$ cat config.mk
export PLATFORM = sky130hd
export DESIGN_NAME = hilo_unit
export DESIGN_NICKNAME = d
export VERILOG_FILES = /design/src/rtl/hilo_pkg.sv /design/src/rtl/hilo_src_mux.sv /design/src/rtl/hilo_unit.sv
export SDC_FILE = /design/constraint.sdc
export NUM_CORES = 1
export LEC_CHECK = 0
export CAP_MARGIN = 15
export CORE_MARGIN = 3
export CORE_UTILIZATION = 41
export DETAILED_ROUTE_END_ITERATION = 8
export HOLD_SLACK_MARGIN = 0.06
export PLACE_DENSITY = 0.86
export SKIP_LAST_GASP = 1
export SLEW_MARGIN = 5
export SYNTH_ARGS = -nofsm -noshare
export SYNTH_HDL_FRONTEND = slang
export SYNTH_SLANG_ARGS = --single-unit
$ cat constraint.sdc
create_clock -name clk -period 2.4 [get_ports clk]
set_input_delay 0.48 -clock clk [delete_from_list [all_inputs] [get_ports clk]]
set_output_delay 0.48 -clock clk [all_outputs]
set_load 0.1 [all_outputs]
$ cat src/rtl/hilo_pkg.sv
// Shared constants and FSM state encoding for the HI/LO register unit.
package hilo_pkg;

  localparam int unsigned DEF_WIDTH   = 32;
  localparam int unsigned DEF_NSRC    = 2;
  localparam int unsigned DEF_TIMEOUT = 64;

  typedef enum logic {
    ST_IDLE = 1'b0,
    ST_WAIT = 1'b1
  } hilo_state_t;

endpackage

$ cat src/rtl/hilo_src_mux.sv
// NSRC-way selector of the done/HI/LO triple for the in-flight source.
module hilo_src_mux
  import hilo_pkg::*;
#(
  parameter int unsigned WIDTH = DEF_WIDTH,
  parameter int unsigned NSRC  = DEF_NSRC,
  parameter int unsigned SEL_W = (NSRC > 1) ? $clog2(NSRC) : 1
) (
  input  logic [SEL_W-1:0]      sel,
  input  logic [NSRC-1:0]       done,
  input  logic [NSRC*WIDTH-1:0] hi_in,
  input  logic [NSRC*WIDTH-1:0] lo_in,
  output logic                  done_c,
  output logic [WIDTH-1:0]      hi_c,
  output logic [WIDTH-1:0]      lo_c
);

  always_comb begin
    done_c = 1'b0;
    hi_c   = '0;
    lo_c   = '0;
    for (int unsigned i = 0; i < NSRC; i++) begin
      if (32'(sel) == i) begin
        done_c = done[i];
        hi_c   = hi_in[i*WIDTH +: WIDTH];
        lo_c   = lo_in[i*WIDTH +: WIDTH];
      end
    end
  end

endmodule

$ cat src/rtl/hilo_unit.sv
// HI/LO register file fed by multi-cycle mult/div sources, with mthi/mtlo writes.
// Optional WAIT watchdog enabled by defining HILO_TIMEOUT_EN.
module hilo_unit
  import hilo_pkg::*;
#(
  parameter int unsigned WIDTH   = DEF_WIDTH,
  parameter int unsigned NSRC    = DEF_NSRC,
  parameter int unsigned TIMEOUT = DEF_TIMEOUT
) (
  input  logic                                   clk,
  input  logic                                   reset,
  input  logic                                   start,
  input  logic [((NSRC > 1) ? $clog2(NSRC) : 1)-1:0] src_sel,
  input  logic [NSRC-1:0]                        src_done,
  input  logic [NSRC*WIDTH-1:0]                  src_hi,
  input  logic [NSRC*WIDTH-1:0]                  src_lo,
  input  logic                                   wr_hi,
  input  logic                                   wr_lo,
  input  logic [WIDTH-1:0]                       wr_data,
  input  logic                                   rd_req,
  output logic [WIDTH-1:0]                       hi_out,
  output logic [WIDTH-1:0]                       lo_out,
  output logic                                   busy,
  output logic                                   stall,
  output logic                                   cap_pulse,
  output logic                                   err
);

  localparam int unsigned SEL_W = (NSRC > 1) ? $clog2(NSRC) : 1;

  hilo_state_t      state_q, state_d;
  logic [SEL_W-1:0] sel_q, sel_d;
  logic [WIDTH-1:0] hi_q, hi_d, lo_q, lo_d;
  logic             cap_q, cap_d;
  logic             mux_done_c;
  logic [WIDTH-1:0] mux_hi_c, mux_lo_c;

`ifdef HILO_TIMEOUT_EN
  localparam int unsigned CNT_W = $clog2(TIMEOUT + 1);
  logic [CNT_W-1:0] cnt_q, cnt_d;
  logic             err_q, err_d;
`else
  logic unused_timeout;
  assign unused_timeout = |TIMEOUT;
`endif

  hilo_src_mux #(
    .WIDTH (WIDTH),
    .NSRC  (NSRC),
    .SEL_W (SEL_W)
  ) u_src_mux (
    .sel    (sel_q),
    .done   (src_done),
    .hi_in  (src_hi),
    .lo_in  (src_lo),
    .done_c (mux_done_c),
    .hi_c   (mux_hi_c),
    .lo_c   (mux_lo_c)
  );

  // Next-state and next-register values
  always_comb begin
    state_d = state_q;
    sel_d   = sel_q;
    hi_d    = hi_q;
    lo_d    = lo_q;
    cap_d   = 1'b0;
`ifdef HILO_TIMEOUT_EN
    cnt_d   = cnt_q;
    err_d   = err_q;
`endif
    case (state_q)
      ST_IDLE: begin
        if (wr_hi) hi_d = wr_data;
        if (wr_lo) lo_d = wr_data;
        if (start && (32'(src_sel) < NSRC)) begin
          sel_d   = src_sel;
          state_d = ST_WAIT;
`ifdef HILO_TIMEOUT_EN
          cnt_d   = '0;
          err_d   = 1'b0;
`endif
        end
      end
      ST_WAIT: begin
        // A result on the terminal cycle beats the watchdog.
        if (mux_done_c) begin
          hi_d    = mux_hi_c;
          lo_d    = mux_lo_c;
          cap_d   = 1'b1;
          state_d = ST_IDLE;
        end
`ifdef HILO_TIMEOUT_EN
        else if (cnt_q == CNT_W'(TIMEOUT - 1)) begin
          err_d   = 1'b1;
          state_d = ST_IDLE;
        end else begin
          cnt_d = cnt_q + CNT_W'(1);
        end
`endif
      end
      default: state_d = ST_IDLE;
    endcase
  end

  always_ff @(posedge clk) begin
    if (reset) begin
      state_q <= ST_IDLE;
      sel_q   <= '0;
      hi_q    <= '0;
      lo_q    <= '0;
      cap_q   <= 1'b0;
`ifdef HILO_TIMEOUT_EN
      cnt_q   <= '0;
      err_q   <= 1'b0;
`endif
    end else begin
      state_q <= state_d;
      sel_q   <= sel_d;
      hi_q    <= hi_d;
      lo_q    <= lo_d;
      cap_q   <= cap_d;
`ifdef HILO_TIMEOUT_EN
      cnt_q   <= cnt_d;
      err_q   <= err_d;
`endif
    end
  end

  assign hi_out    = hi_q;
  assign lo_out    = lo_q;
  assign busy      = (state_q == ST_WAIT);
  assign cap_pulse = cap_q;
  assign stall     = rd_req & busy;
`ifdef HILO_TIMEOUT_EN
  assign err = err_q;
`else
  assign err = 1'b0;
`endif

endmodule

==> results.ini <==
[clocking]
cts_resized = 0
root_buffer = clkbuf_8
clock_sinks = 67
cts_tree = done
cts.path.max_buffers = 2
clk_pin_slew_worst_paths_ns = 0.07
clk_latency_ns = 0.33
cts_hold_buf = 0
htree_levels = 3
cts_inserted_buffers = 9
post-cts-setup-buffers = 0

[setup_path]
slowest_stage = dfxtp_2
required_ns = 1.92
r2r_slack_ns = 0.46
startpoint_type = flip-flop
reg2reg_depth = 3
crit_fanout = 24
critPathMaxStageDelay_ns = 0.70
r2r-end = lo_out[29]
crit_type = flip-flop to primary output
arrival_ns = 1.47
crit_path_end_kind = primary output
path_cells = and2_1 > buf_12
worst_r2r_startpoint = busy

[floorplan]
start_util = 0.430
fp.dieW_um = 105
die_height_um = 105
boundaryPins = 237
rows = 35
dieArea_um2 = 11100
core_um2 = 9420

[global_routing]
grt_pass1_vias = 4159
grt_usage = 0.223
grt-ovfl-total = 0
grt_max_degree = 66
grt_pass1_wl_um = 20100
antenna_found_initial = 0

[power_and_ir_drop]
p_int_uw = 2470
pwr-share-comb = 0.444
p_seq_frac = 0.314
p_switching_uw = 1690
ir_drop_mv = 0.333
p_leak_uw = 0.00260
clkPwrFrac = 0.242
power_uw = 4160
power.density_nw_per_um2 = 639
netSwitchingFraction = 0.407

[detailed_routing]
antenna_left = 0
drt_iter0_drc = 88
detail_route.vias_per_cell = 5.04
routed_wl_um = 12700
first_pass_iters = 4
drc = 0
vias = 3817
wire_per_inst_um = 16.8

[placement]
portBuffers = 235
place.gp.congestion = 0.796
hpwl_um = 9770

[sta]
max_freq_mhz = 512
skew_ns = 0.00714
rsz0062_at_grt = no
max_slew_margin = 0.384
finalHoldViolCount = 0
worstMarginPinSlew_ns = 0.925
setup_viol = 0
timing.final.crit_period_ns = 1.95
finalCritPeriodShare = 0.814
tns_ns = 0
slew_violations = 0
fin_hold_ws_ns = 0.476

[hold_path]
hp-class = flip-flop to flip-flop
hold_path_depth = 2
worstHoldStart = hi_out[7]
holdPathEnd = hi_out[7]

[yosys]
synthSimpleGateAreaFrac = 0.107
synthXorXnorAreaFrac = 0
yosys-top-cells-count = 67 x dfxtp_1, 66 x mux2i_1, 64 x nand2b_1, 63 x mux2_2, 52 x o21ai_0
yosysUniqueCellTypes = 20
synth_ff_type = dfxtp_1
synth_area_um2 = 4050
synth_top_area_frac = 0.331
netlist_top_cells_area = dfxtp_1 33%, mux2_2 18%, mux2i_1 16%
synth_edf_count = 0
synth-compound-area-share = 0.163
syn_inst = 407
yosysWarnings = 0
synth-adder-area-share = 0
synth.most_common_cell = dfxtp_1
avgSynthCellArea_um2 = 9.95
synth_seq_cells = 67
synth_nets = 576
synth_top_family_by_area = multiplexers
yosysTopAreaCell = dfxtp_1
muxShareOfSynthArea = 0.341
async_reset_ff_frac = 0
yosysSeqAreaShare = 0.331

[cells_and_area]
antenna_cells = 0
drive_above_1_share = 0.306
area_growth_pct = 60.8
layout.nets = 792

[flow_run]
cap_violations = 0

[outcome]
status = complete, no violations

per-stage QoR:
stage          cell area [µm²]  cells  setup WS, ns  utilization
2_1_floorplan             4050    407       0.00731            -
3_3_place_gp              6290    741         0.518        0.668
3_5_place_dp              6290    741         0.442        0.668
4_1_cts                   6510    757         0.430        0.691
5_1_grt                   6510    757         0.309        0.691
6_report                  6510    757         0.447        0.691
placed cells by master, fill, tap and decap left out:
| cell | instances |
|---|---|
| inv_2 | 1 |
| clkinv_2 | 2 |
| buf_12 | 5 |
| o21ba_2 | 32 |
| o21ai_1 | 12 |
| and2_1 | 1 |
| buf_4 | 70 |
| o21ai_0 | 52 |
| dfxtp_1 | 65 |
| buf_2 | 1 |
| clkdlybuf4s50_1 | 167 |
| a21oi_1 | 1 |
| dfxtp_2 | 2 |
| mux2i_1 | 66 |
| a21o_2 | 2 |
| mux2_1 | 1 |
| clkbuf_8 | 9 |
| mux2_2 | 63 |
| nand2b_1 | 64 |
| clkinvlp_4 | 3 |
| conb_1 | 1 |
| nor2_1 | 4 |
| nor3_1 | 1 |
| bufinv_16 | 2 |
| nor2b_1 | 1 |
power groups by stage:
stage / Sequential, µW / Combinational [µW] / Clock [µW]
floorplan: 2140 / 476 / 0
global placement: 1330 / 1830 / 0
detailed placement: 1330 / 1850 / 0
CTS: 1310 / 1860 / 1030
global route: 1320 / 1920 / 1080
finish: 1310 / 1840 / 1010
sequential cells by signal, indices dropped and copies added, names as in the netlist:
name       cells
cap_pulse      1
lo_out        32
sel_q          1
busy           1
hi_out        32
metal layers:
layer | vias to the layer above | GRT usage | wire length [µm]
met4 | 0 | 0.0947 | 357
met2 | 174 | 0.416 | 6540
li1 | 1856 | - | -
met5 | - | 0 | 0
met3 | 30 | 0.0667 | 1070
met1 | 1757 | 0.229 | 4760
worst max path at each step:
stage	cells after the start	start	to	slack, ns
after global routing	3	busy	lo_out[29]	0.31
after global placement	5	src_done[1]	lo_out[29]	0.52
after floorplan	3	busy	stall	0.007
after CTS	2	busy	stall	0.43
after detailed placement	5	src_done[1]	hi_out[4]	0.44
final	2	busy	stall	0.45
worst max-delay path: cells and delay by family (launching register included):
| kind | cells | cell delay, ns |
|---|---|---|
| buf+inv | 1 | 0.18 |
| flops | 1 | 0.70 |
| simple gates | 1 | 0.26 |
logic make-up after synthesis:
kind of cell	count (synthesis)
mux	130
compound gates	99
simple gates	71
flops	67
buf+inv	39
other cells	1
final cells by class:
cell class / instances / area, µm²
clock buffer: 9 / 124
clock inverter: 7 / 92.6
fill: 737 / 2910
inverter: 1 / 3.75
multi-input combinational: 301 / 2480
sequential: 67 / 1340
tap: 129 / 161
timing repair buffer: 243 / 2300
Power figures use the tool's default switching activity.
